### src/rtl/demux_dispatch_ctrl.sv
// Single-entry dispatcher: captures producer words and steers each to out0/out1
// by destination bit or round-robin, with per-output saturating delivery counters.

// Saturating delivered-word counter for one output lane; clear beats increment.
module demux_dispatch_cnt #(
  parameter int CNT_WIDTH = 8
) (
  input  logic                 clk,
  input  logic                 rst_n,
  input  logic                 clr,
  input  logic                 inc,
  output logic [CNT_WIDTH-1:0] cnt
);
  // count deliveries, sticking at all-ones
  always_ff @(posedge clk or negedge rst_n) begin
    if (!rst_n)                 cnt <= '0;
    else if (clr)               cnt <= '0;
    else if (inc && (cnt != '1)) cnt <= cnt + 1'b1;
  end
endmodule

module demux_dispatch_ctrl #(
  parameter int MAX_WIDTH = 8,
  parameter int CNT_WIDTH = 8
) (
  input  logic                 clk,
  input  logic                 rst_n,
  input  logic                 mode,
  input  logic                 clr_cnt,
  input  logic                 in_valid,
  output logic                 in_ready,
  input  logic [MAX_WIDTH-1:0] in_data,
  input  logic                 in_dest,
  output logic                 out0_valid,
  input  logic                 out0_ready,
  output logic [MAX_WIDTH-1:0] out0_data,
  output logic                 out1_valid,
  input  logic                 out1_ready,
  output logic [MAX_WIDTH-1:0] out1_data,
  output logic                 sel,
  output logic                 busy,
  output logic [CNT_WIDTH-1:0] cnt0,
  output logic [CNT_WIDTH-1:0] cnt1
);
  typedef enum logic {IDLE, SEND} state_t;

  state_t                      state, state_nxt;
  logic [MAX_WIDTH-1:0]        hold;
  logic                        rr_ptr;
  logic                        tgt_ready, capture, deliver, target;
  logic [1:0][CNT_WIDTH-1:0]   cnt_q;

  assign tgt_ready = sel ? out1_ready : out0_ready;
  assign target    = mode ? rr_ptr : in_dest;
  assign capture   = in_valid && in_ready;
  assign deliver   = (state == SEND) && tgt_ready;

  // state register
  always_ff @(posedge clk or negedge rst_n) begin
    if (!rst_n) state <= IDLE;
    else        state <= state_nxt;
  end

  // next state and handshake/output decode; outputs depend only on registered
  // state plus the consumer readies, so in_* never reaches the outputs directly
  always_comb begin
    state_nxt  = state;
    in_ready   = 1'b1;
    busy       = 1'b0;
    out0_valid = 1'b0;
    out1_valid = 1'b0;
    out0_data  = '0;
    out1_data  = '0;
    case (state)
      IDLE: begin
        if (in_valid) state_nxt = SEND;
      end
      SEND: begin
        busy     = 1'b1;
        in_ready = tgt_ready;
        if (sel) begin
          out1_valid = 1'b1;
          out1_data  = hold;
        end else begin
          out0_valid = 1'b1;
          out0_data  = hold;
        end
        if (tgt_ready && !in_valid) state_nxt = IDLE;
      end
      default: state_nxt = IDLE;
    endcase
  end

  // hold register, demux select and round-robin pointer update on capture
  always_ff @(posedge clk or negedge rst_n) begin
    if (!rst_n) begin
      hold   <= '0;
      sel    <= 1'b0;
      rr_ptr <= 1'b0;
    end else if (capture) begin
      hold <= in_data;
      sel  <= target;
      if (mode) rr_ptr <= ~rr_ptr;
    end
  end

  // one counter per output lane
  for (genvar g = 0; g < 2; g++) begin : g_cnt
    demux_dispatch_cnt #(.CNT_WIDTH(CNT_WIDTH)) u_cnt (
      .clk   (clk),
      .rst_n (rst_n),
      .clr   (clr_cnt),
      .inc   (deliver && (sel == 1'(g))),
      .cnt   (cnt_q[g])
    );
  end

  assign cnt0 = cnt_q[0];
  assign cnt1 = cnt_q[1];
endmodule

### config.mk
export PLATFORM = sky130hd
export DESIGN_NAME = demux_dispatch_ctrl
export DESIGN_NICKNAME = d
export VERILOG_FILES = /design/src/rtl/demux_dispatch_ctrl.sv
export SDC_FILE = /design/constraint.sdc
export NUM_CORES = 1
export LEC_CHECK = 0
export BUFFER_PORTS_ARGS = -buffer_cell sky130_fd_sc_hd__buf_4
export CAP_MARGIN = 0
export CORE_ASPECT_RATIO = 0.7
export CORE_MARGIN = 2
export CORE_UTILIZATION = 52
export DETAILED_ROUTE_END_ITERATION = 7
export PLACE_DENSITY = 0.83
export SKIP_CTS_REPAIR_TIMING = 1
export SLEW_MARGIN = 20
export SYNTH_ARGS = -nofsm -noshare
export SYNTH_HDL_FRONTEND = slang
export SYNTH_SLANG_ARGS = --single-unit
### constraint.sdc
create_clock -name clk -period 2.3 [get_ports clk]
set_input_delay 0.115 -clock clk [delete_from_list [all_inputs] [get_ports clk]]
set_output_delay 0.115 -clock clk [all_outputs]
set_load 0.05 [all_outputs]
After elaboration in Yosys (flattened, before gate mapping)

Index checks and enable logic that the tools add are counted.

Reduce and logical (&&, ||, !) cells: 11
Equal/unequal tests: 2
Mux-type cells: 19
Bitwise operators: 3
Add/subtract/negate cells: 2

Operators by type and width:

| operator            | number |
|---|---|
| $mux 8              | 8 |
| $add 8x1->8 const B | 2 |
| $ne 8x8->1 const B  | 2 |
| $mux 1              | 10 |
| $logic_and 1x1->1   | 7 |
| $reduce_bool 2->1   | 2 |
| $not 1->1           | 3 |
| $pmux 1 s2          | 1 |
| $reduce_and 2->1    | 1 |
| $logic_not 1->1     | 1 |

Word-level logic and storage cells: 43
Bits of input ports: 16
Output and inout bits: 37
Register bits after elaboration: 27

Logic depth before layout (Yosys ltp)

Gate-level depths: netlist (run 1).

Depth after elaboration: 6
Depth in mapped cells: 5
Mapped depth without buffers: 5

Hierarchy

A second synthesis (run 1) with hierarchy kept.

Cells, all modules: 154
Area total of the unflattened synthesis: 1529.0 um^2

By module, submodules not included:

| module              | area each (um^2) | times used | sequential area each (um^2) | cells each |
|---|---|---|---|---|
| demux_dispatch_cnt  | 464.2            | 2          | 200.2                       | 49 |
| demux_dispatch_ctrl | 600.6            | 1          | 275.3                       | 56 |

Least setup slack after synthesis (run 1)

Ideal clock, no wire load.

Kind: reg2out
Start point: register sel
End point: output out0_data[0]
Path buffers: 1
Path slack: 0.239 ns
Stages on the path, launching flop included: 4
Arrival time: 1.946 ns
Cell sequence: dfrtp_1 -> and2b_2 -> clkbuf_1 -> and2_1

Longest elaborated chain between the ends: 2

RTL lines:

| what                   | RTL line | RTL |
|---|---|---|
| start, declared        | 40       | `output logic sel,` |
| start signal, assigned | 102      | `sel <= target;` |
| $mux 8                 | 81       | `if (sel) begin` |
| $mux 8                 | 74       | `case (state)` |
| end, declared          | 36       | `output logic [MAX_WIDTH-1:0] out0_data,` |

Every way passes these cells.

Worst setup path in the final report (run 1)

Start point: register sel
End point: register g_cnt[0].u_cnt.cnt[5]

Longest elaborated chain between the ends: 5
Elaborated cells on any way between the ends: 6

RTL lines:

| what                            | RTL line | RTL |
|---|---|---|
| $mux 1                          | 53       | `assign tgt_ready = sel ? out1_ready : out0_ready;` |
| $logic_and 1x1->1               | 56       | `assign deliver = (state == SEND) && tgt_ready;` |
| $logic_and 1x1->1 (*)           | 113      | `.inc (deliver && (sel == 1'(g))),` |
| $logic_and 1x1->1 (*)           | 18       | `else if (inc && (cnt != '1)) cnt <= cnt + 1'b1;` |
| $reduce_bool 2->1 (no line) (*) | n/a      |  |
| end signal, assigned            | 18       |  |
| end, declared                   | 12       | `output logic [CNT_WIDTH-1:0] cnt` |

Every way passes the cells marked *; elsewhere a longest branch is shown, timed or not.
A chain may end at the register's enable or synchronous reset.

==> flow_summary.toml, run 1 <==
[synthesis]
ys_warn_count = 0
synthDistinctLibCells = 36
avgSynthCellArea_um2 = 10.50
synth_ff_type = "dfrtp_1"
seq_area_frac_synth = 0.4733
synth-compound-area-share = 0.08238
synth_edf_count = 0
synth-simple-area-share = 0.2410
syn_area_um2 = 1428
synthAdderAreaFrac = 0.01753
synth-xor-area-share = 0.05521
async_reset_ff_frac = 1.000
synth_top_family_by_area = "simple AND/OR/NAND/NOR gates"
synth.mux.area_fraction = 0.09816
ys_ff_latch = 27
syn_inst = 136
syn_nets = 154

[route]
firstDrtPassIters = 4
wirelength_um = 3303
vias = 1211
vias_per_cell = 5.455
ant_nets = 0
avgRoutedWirePerCell_um = 14.88
drcViolationCount = 0
drt-initial-drc-count = 52

[cells_and_area]
n_fill_cell = 180
num_antenna_cells = 0
layout_common_cells = "buf_4, dfrtp_1, nor2_1"
drive_above_1_share = 0.3830
fin_nets = 207
syn_to_final_growth_pct = 32.34
final_cells = 222
final_common_cell = "buf_4"

[clock_network]
cts_tree = "built"
cts-buffers-inserted = 3
h-tree-depth = 1
clkTransAtPathRegs_ps = 90
clock_latency_ps = 270
clk_path_buf_depth = 2
clkSinkCount = 27
root_buffer = "clkbuf_8"

[floorplanning]
fp.coreArea_um2 = 2534
initial_core_util = 0.5635
die_area_um2 = 3187
fp.dieW_um = 66.63
pin_count = 53
core.rowCount = 15
die_height_um = 47.84

[placed_design]
io_buffers = 52
place_congestion = 0.8453
dpl.hpwl_um = 2518
numPlacedInstances = 217
dpl_worst_slack_ps = 553.7

[timing]
post-route-period-util = 0.7614
fin_crit_ps = 1751
fmax_ghz = 0.5711
rsz0062_at_grt = "false"
slew_headroom = 0.7139
setup_viol = 0
skew_ps = 9.994
fin_ws_ps = 548.9
finalSetupTns_ps = 0
whs_ps = 53.89
drv_slew = 0
tightestPinTransition_ps = 424.6
finalHoldViolCount = 0

[setup_path]
r2r-start = "sel$_DFFE_PN0P_"
worstReg2RegEnd = "g_cnt[0].u_cnt.cnt[5]$_DFFE_PN0P_"
worst_setup_path_start_kind = "register"
crit_fanout = 15
worst_r2r_path_depth = 4
worstPathRequired_ps = 2500
rrSetupSlack_ps = 550
critPathKind = "reg -> reg"
cp-end-kind = "register"
worstPathArrival_ps = 1950

[global_routing]
track_usage = 0.2267
grt_start_max_net_pins = 28
grt_overflow = 0
grt_pass1_vias = 1204
grt_pass1_wl_um = 5313
antenna_found_initial = 0

[pwr]
p_switching_uw = 786.0
power.leakage_uw = 0.0009336
p_clk_frac = 0.149
peakVddDrop_uv = 593.6
powerDensity_nw_per_um2 = 920.1
internal_power_uw = 952.4
swShare = 0.4522
power_frac_seq = 0.355
p_comb_frac = 0.495

[worst_hold_path]
hold_start = "in_valid"
hp-class = "in -> reg"
hold_end = "state$_DFF_PN0_"
hold_path_depth = 2

[job]
cap_violations = 0

[outcome]
outcome = "complete, no violations"
## cell type report
| type | count | area, um2 | area share |
|---|---|---|---|
| clock buffers | 3 | 41.29 | 0.02185 |
| clock inverters | 1 | 5.005 | 0.002649 |
| inverters | 1 | 3.754 | 0.001987 |
| multi-input cells | 101 | 705.7 | 0.3735 |
| flip-flops and latches | 27 | 675.6 | 0.3576 |
| well taps | 34 | 42.54 | 0.02252 |
| repair buffers | 55 | 415.4 | 0.2199 |
## worst max path at each step
stage               slack, ps       startpoint                                end  cells after the start
floorplan                 240  sel$_DFFE_PN0P_                       out0_data[0]                      3
global placement          650  sel$_DFFE_PN0P_  g_cnt[0].u_cnt.cnt[5]$_DFFE_PN0P_                      4
detailed placement        550  sel$_DFFE_PN0P_  g_cnt[0].u_cnt.cnt[5]$_DFFE_PN0P_                      4
CTS                       560  sel$_DFFE_PN0P_  g_cnt[0].u_cnt.cnt[5]$_DFFE_PN0P_                      4
global route              430  sel$_DFFE_PN0P_  g_cnt[0].u_cnt.cnt[5]$_DFFE_PN0P_                      4
finish                    550  sel$_DFFE_PN0P_  g_cnt[0].u_cnt.cnt[5]$_DFFE_PN0P_                      4
## worst max-delay path, cell delays in order (launching register included)
cell and delay, ps:
dfrtp_1 500, and3b_1 420, nand3_4 120, or4_1 480, a21oi_1 170
## kinds of logic after synthesis
logic type,after synthesis
compound gates,18
flops,27
simple gates,59
fa+ha+maj,2
xor+xnor,9
mux,13
buf+inv,8
## sequential cells by signal (all words and copies together), names as in the netlist
signal           cells
g_cnt.u_cnt.cnt     16
rr_ptr               1
hold                 8
state                1
sel                  1
## power groups by stage
stage | Clock [uW] | Combinational, uW | Sequential, uW
5_1_grt | 290 | 903 | 634
2_1_floorplan | 0 | 569 | 665
4_1_cts | 269 | 864 | 616
6_report | 260 | 861 | 617
3_5_place_dp | 0 | 860 | 626
3_3_place_gp | 0 | 851 | 621
## through the flow
stage | total power, uW | util | cell area (um2)
floorplan | 1234 | - | 1428
global placement | 1472 | 0.7235 | 1833
detailed placement | 1486 | 0.7235 | 1833
CTS | 1750 | 0.7417 | 1879
global route | 1827 | 0.7457 | 1889
finish | 1738 | 0.7457 | 1889
## routing by layer
| layer | GRT usage | part of all wire | up-vias |
|---|---|---|---|
| met3 | 0.04941 | 0.038 | 4 |
| met1 | 0.2678 | 0.44 | 593 |
| li1 | - | - | 586 |
| met4 | 0.07347 | 0.0070 | 0 |
| met2 | 0.4260 | 0.52 | 28 |
| met5 | 0 | 0 | - |
## cell usage after synthesis, types with 2 or more instances
library cell,n,area [um2]
a21oi_1,5,25.02
and2_1,9,56.30
and3_1,10,62.56
clkbuf_1,4,15.01
dfrtp_1,27,675.7
ha_1,2,25.02
mux2_2,8,90.09
mux2i_1,5,50.05
nand2_1,6,22.52
nand2b_1,2,12.51
nand3_1,3,15.01
nand4_1,4,25.02
nor2_1,14,52.55
o211ai_1,4,30.03
o21ai_0,3,15.01
o31ai_1,2,15.01
or4_1,2,15.01
xnor2_1,2,17.52
xor2_1,7,61.31
Power figures use the tool's default switching activity.
==> inputs of run 2 (changes only) <==
--- a/config.mk
+++ b/config.mk
@@ -5,13 +5,14 @@
 export SDC_FILE = /design/constraint.sdc
 export NUM_CORES = 1
 export LEC_CHECK = 0
+export ABC_AREA = 1
 export BUFFER_PORTS_ARGS = -buffer_cell sky130_fd_sc_hd__buf_4
 export CAP_MARGIN = 0
 export CORE_ASPECT_RATIO = 0.7
 export CORE_MARGIN = 2
-export CORE_UTILIZATION = 52
+export CORE_UTILIZATION = 45
 export DETAILED_ROUTE_END_ITERATION = 7
-export PLACE_DENSITY = 0.83
+export PLACE_DENSITY = 0.75
 export SKIP_CTS_REPAIR_TIMING = 1
 export SLEW_MARGIN = 20
 export SYNTH_ARGS = -nofsm -noshare
==> constraint.sdc (replaced) <==
create_clock -name clk -period 1.6 [get_ports clk]
set_input_delay 0.08 -clock clk [delete_from_list [all_inputs] [get_ports clk]]
set_output_delay 0.08 -clock clk [all_outputs]
set_load 0.05 [all_outputs]
==> run 2 against run 1 <==
  * Area after synthesis grew 7.2%
  * Clock skew rose by 0.84 ps
  * Die area up 22%
  * Sequential power grew 40%
  * Final cell count grew 38%
  * First-iteration DRC count is 44% higher
  * Worst setup slack worse by 460 ps
  * Global-route usage is 3.7 points lower
  * Critical endpoint is now out0_data[5]
==> flow_summary.toml, run 2 <==
[outcome]
outcome = "complete, no violations"

[worst_hold_path]
hp-class = "in -> reg"
hold_path_depth = 3
hold_end = "hold[0]$_DFFE_PN0P_"
hold_start = "in_data[0]"

[route]
ant_nets = 0
firstDrtPassIters = 4
vias = 1471
drt-initial-drc-count = 75
wirelength_um = 3528
drcViolationCount = 0
avgRoutedWirePerCell_um = 11.49
vias_per_cell = 4.792

[timing]
finalHoldViolCount = 0
setup_viol = 0
post-route-period-util = 0.9467
tightestPinTransition_ps = 406.3
skew_ps = 10.83
rsz0062_at_grt = "false"
fmax_ghz = 0.6602
whs_ps = 5.691
fin_crit_ps = 1515
finalSetupTns_ps = 0
slew_headroom = 0.7288
drv_slew = 0

[floorplanning]
pin_count = 53
die_height_um = 52.79
core.rowCount = 17
fp.coreArea_um2 = 3191
initial_core_util = 0.4796
fp.dieW_um = 73.70
die_area_um2 = 3891

[cells_and_area]
largest_reg_flops = 16
drive_above_1_share = 0.3160
fin_nets = 288
final_cells = 307
syn_to_final_growth_pct = 38.43
final_common_cell = "nand2_1"
postLayoutCellArea_um2 = 2118
num_antenna_cells = 0
top_register = "g_cnt.u_cnt.cnt"
layout_common_cells = "nand2_1, buf_4, inv_1"
reg_top3 = "g_cnt.u_cnt.cnt x16, hold x8"

[synthesis]
synth_area_leaders = "dfrtp_1, nand2_1, nor2_1"
async_reset_ff_frac = 1.000
avgSynthCellArea_um2 = 7.218
syn_area_um2 = 1530
synth_top_cell_by_area = "dfrtp_1"
ys_ff_latch = 27
synth.most_common_cell = "nand2_1"
seq_area_frac_synth = 0.4415
synth_edf_count = 0
ys_warn_count = 0
syn_nets = 230
synthTopCellsByCount = "nand2_1, nor2_1, inv_1, dfrtp_1, nand3_1"
synthDistinctLibCells = 21
synth_ff_type = "dfrtp_1"
syn_inst = 212
synth_top_area_frac = 0.4415

[clock_network]
cts_tree = "built"
clock_latency_ps = 280
clkSinkCount = 27
cts-buffers-inserted = 3
clk_path_buf_depth = 2
h-tree-depth = 1
clkTransAtPathRegs_ps = 100
root_buffer = "clkbuf_8"

[global_routing]
grt_overflow = 0
grt_start_max_net_pins = 28
track_usage = 0.1896
antenna_found_initial = 0
grt_pass1_wl_um = 5644
grt_pass1_vias = 1235

[pwr]
power.leakage_uw = 0.001113
powerDensity_nw_per_um2 = 1316
peakVddDrop_uv = 851.0

[setup_path]
worst_setup_path_start_kind = "register"
crit_fanout = 8
worstReg2RegEnd = "g_cnt[0].u_cnt.cnt[4]$_DFFE_PN0P_"
worstPathRequired_ps = 1520
r2r-start = "g_cnt[0].u_cnt.cnt[0]$_DFFE_PN0P_"
critPathKind = "reg -> out"
worstPathArrival_ps = 1430
rrSetupSlack_ps = 120
worst_r2r_path_depth = 7
cp-end-kind = "output port"

[job]
cap_violations = 0

[placed_design]
io_buffers = 52
dpl.hpwl_um = 2678
numPlacedInstances = 301
place_congestion = 0.8314
placed_area_um2 = 2036
[run 2: cell types whose count changed after synthesis, sizes merged, moves of 6 or more]
| cell | previous run | this run |
|---|---|---|
| and2 | 10 | 0 |
| nand3 | 4 | 19 |
| xor2 | 7 | 1 |
| nor2 | 14 | 36 |
| o21ai | 4 | 11 |
| nand2 | 6 | 70 |
| inv | 1 | 31 |
| and3 | 11 | 0 |
| mux2 | 8 | 0 |
[run 2: how the worst max path moves through the flow]
| stage | slack [ps] | endpoint | from | cells after the start |
|---|---|---|---|---|
| after global routing | 7 | out0_data[5] | sel$_DFFE_PN0P_ | 5 |
| final | 90 | out0_data[5] | sel$_DFFE_PN0P_ | 5 |
| after floorplan | -140 | out0_data[0] | state$_DFF_PN0_ | 4 |
| after detailed placement | 130 | g_cnt[0].u_cnt.cnt[4]$_DFFE_PN0P_ | g_cnt[0].u_cnt.cnt[0]$_DFFE_PN0P_ | 7 |
| after CTS | -100 | out0_data[5] | state$_DFF_PN0_ | 5 |
| after global placement | 180 | g_cnt[0].u_cnt.cnt[7]$_DFFE_PN0P_ | g_cnt[0].u_cnt.cnt[0]$_DFFE_PN0P_ | 7 |
[run 2: where the power goes]
| group | switching, uW | total [uW] | leakage, uW | internal (uW) |
|---|---|---|---|---|
| combinational | 1080 | 1520 | 0.000744 | 449 |
| sequential | 71.9 | 865 | 0.000348 | 793 |
| clock | 221 | 398 | 0.0000217 | 177 |
| total | 1370 | 2790 | 0.00111 | 1420 |
[run 2: kinds of logic after synthesis]
group	count (synthesis)	synth area share
AND/OR/NAND/NOR	130	0.3655
XOR/XNOR	1	0.005725
AO/OA/AOI/OAI	18	0.07849
flip-flops	27	0.4415
buffers and inverters	33	0.08585
multiplexers	1	0.006542
adder cells (fa/ha/maj)	2	0.01635
[run 2: cell type report]
class,count,area (um2)
fill,298,1072
multi-input combinational,152,790.8
sequential,27,683.2
timing repair buffer,55,427.9
inverter,31,120.1
tap,38,47.55
clock buffer,3,41.29
clock inverter,1,7.507
[run 2: worst max-delay path, stage by stage (launching register included)]
cell	delay, ps
dfrtp_2	460
nor2_4	160
clkinvlp_4	110
buf_12	160
nor2_4	70
buf_4	200
[run 2: per-stage QoR]
stage | setup slack (ps) | utilization | power [uW]
6_report | 85.30 | 0.6639 | 2788
5_1_grt | 7.456 | 0.6639 | 2950
4_1_cts | -99.44 | 0.6533 | 2759
3_5_place_dp | 133.9 | 0.6380 | 2358
3_3_place_gp | 179.1 | 0.6380 | 2345
2_1_floorplan | -141.8 | - | 1950
[run 2: routing by layer]
| metal | track usage | wire, um | part of all wire |
|---|---|---|---|
| met4 | 0.02727 | 10 | 0.0028 |
| met2 | 0.2693 | 1538 | 0.44 |
| met5 | 0 | 0 | 0 |
| met3 | 0.05192 | 202 | 0.057 |
| met1 | 0.2895 | 1776 | 0.50 |
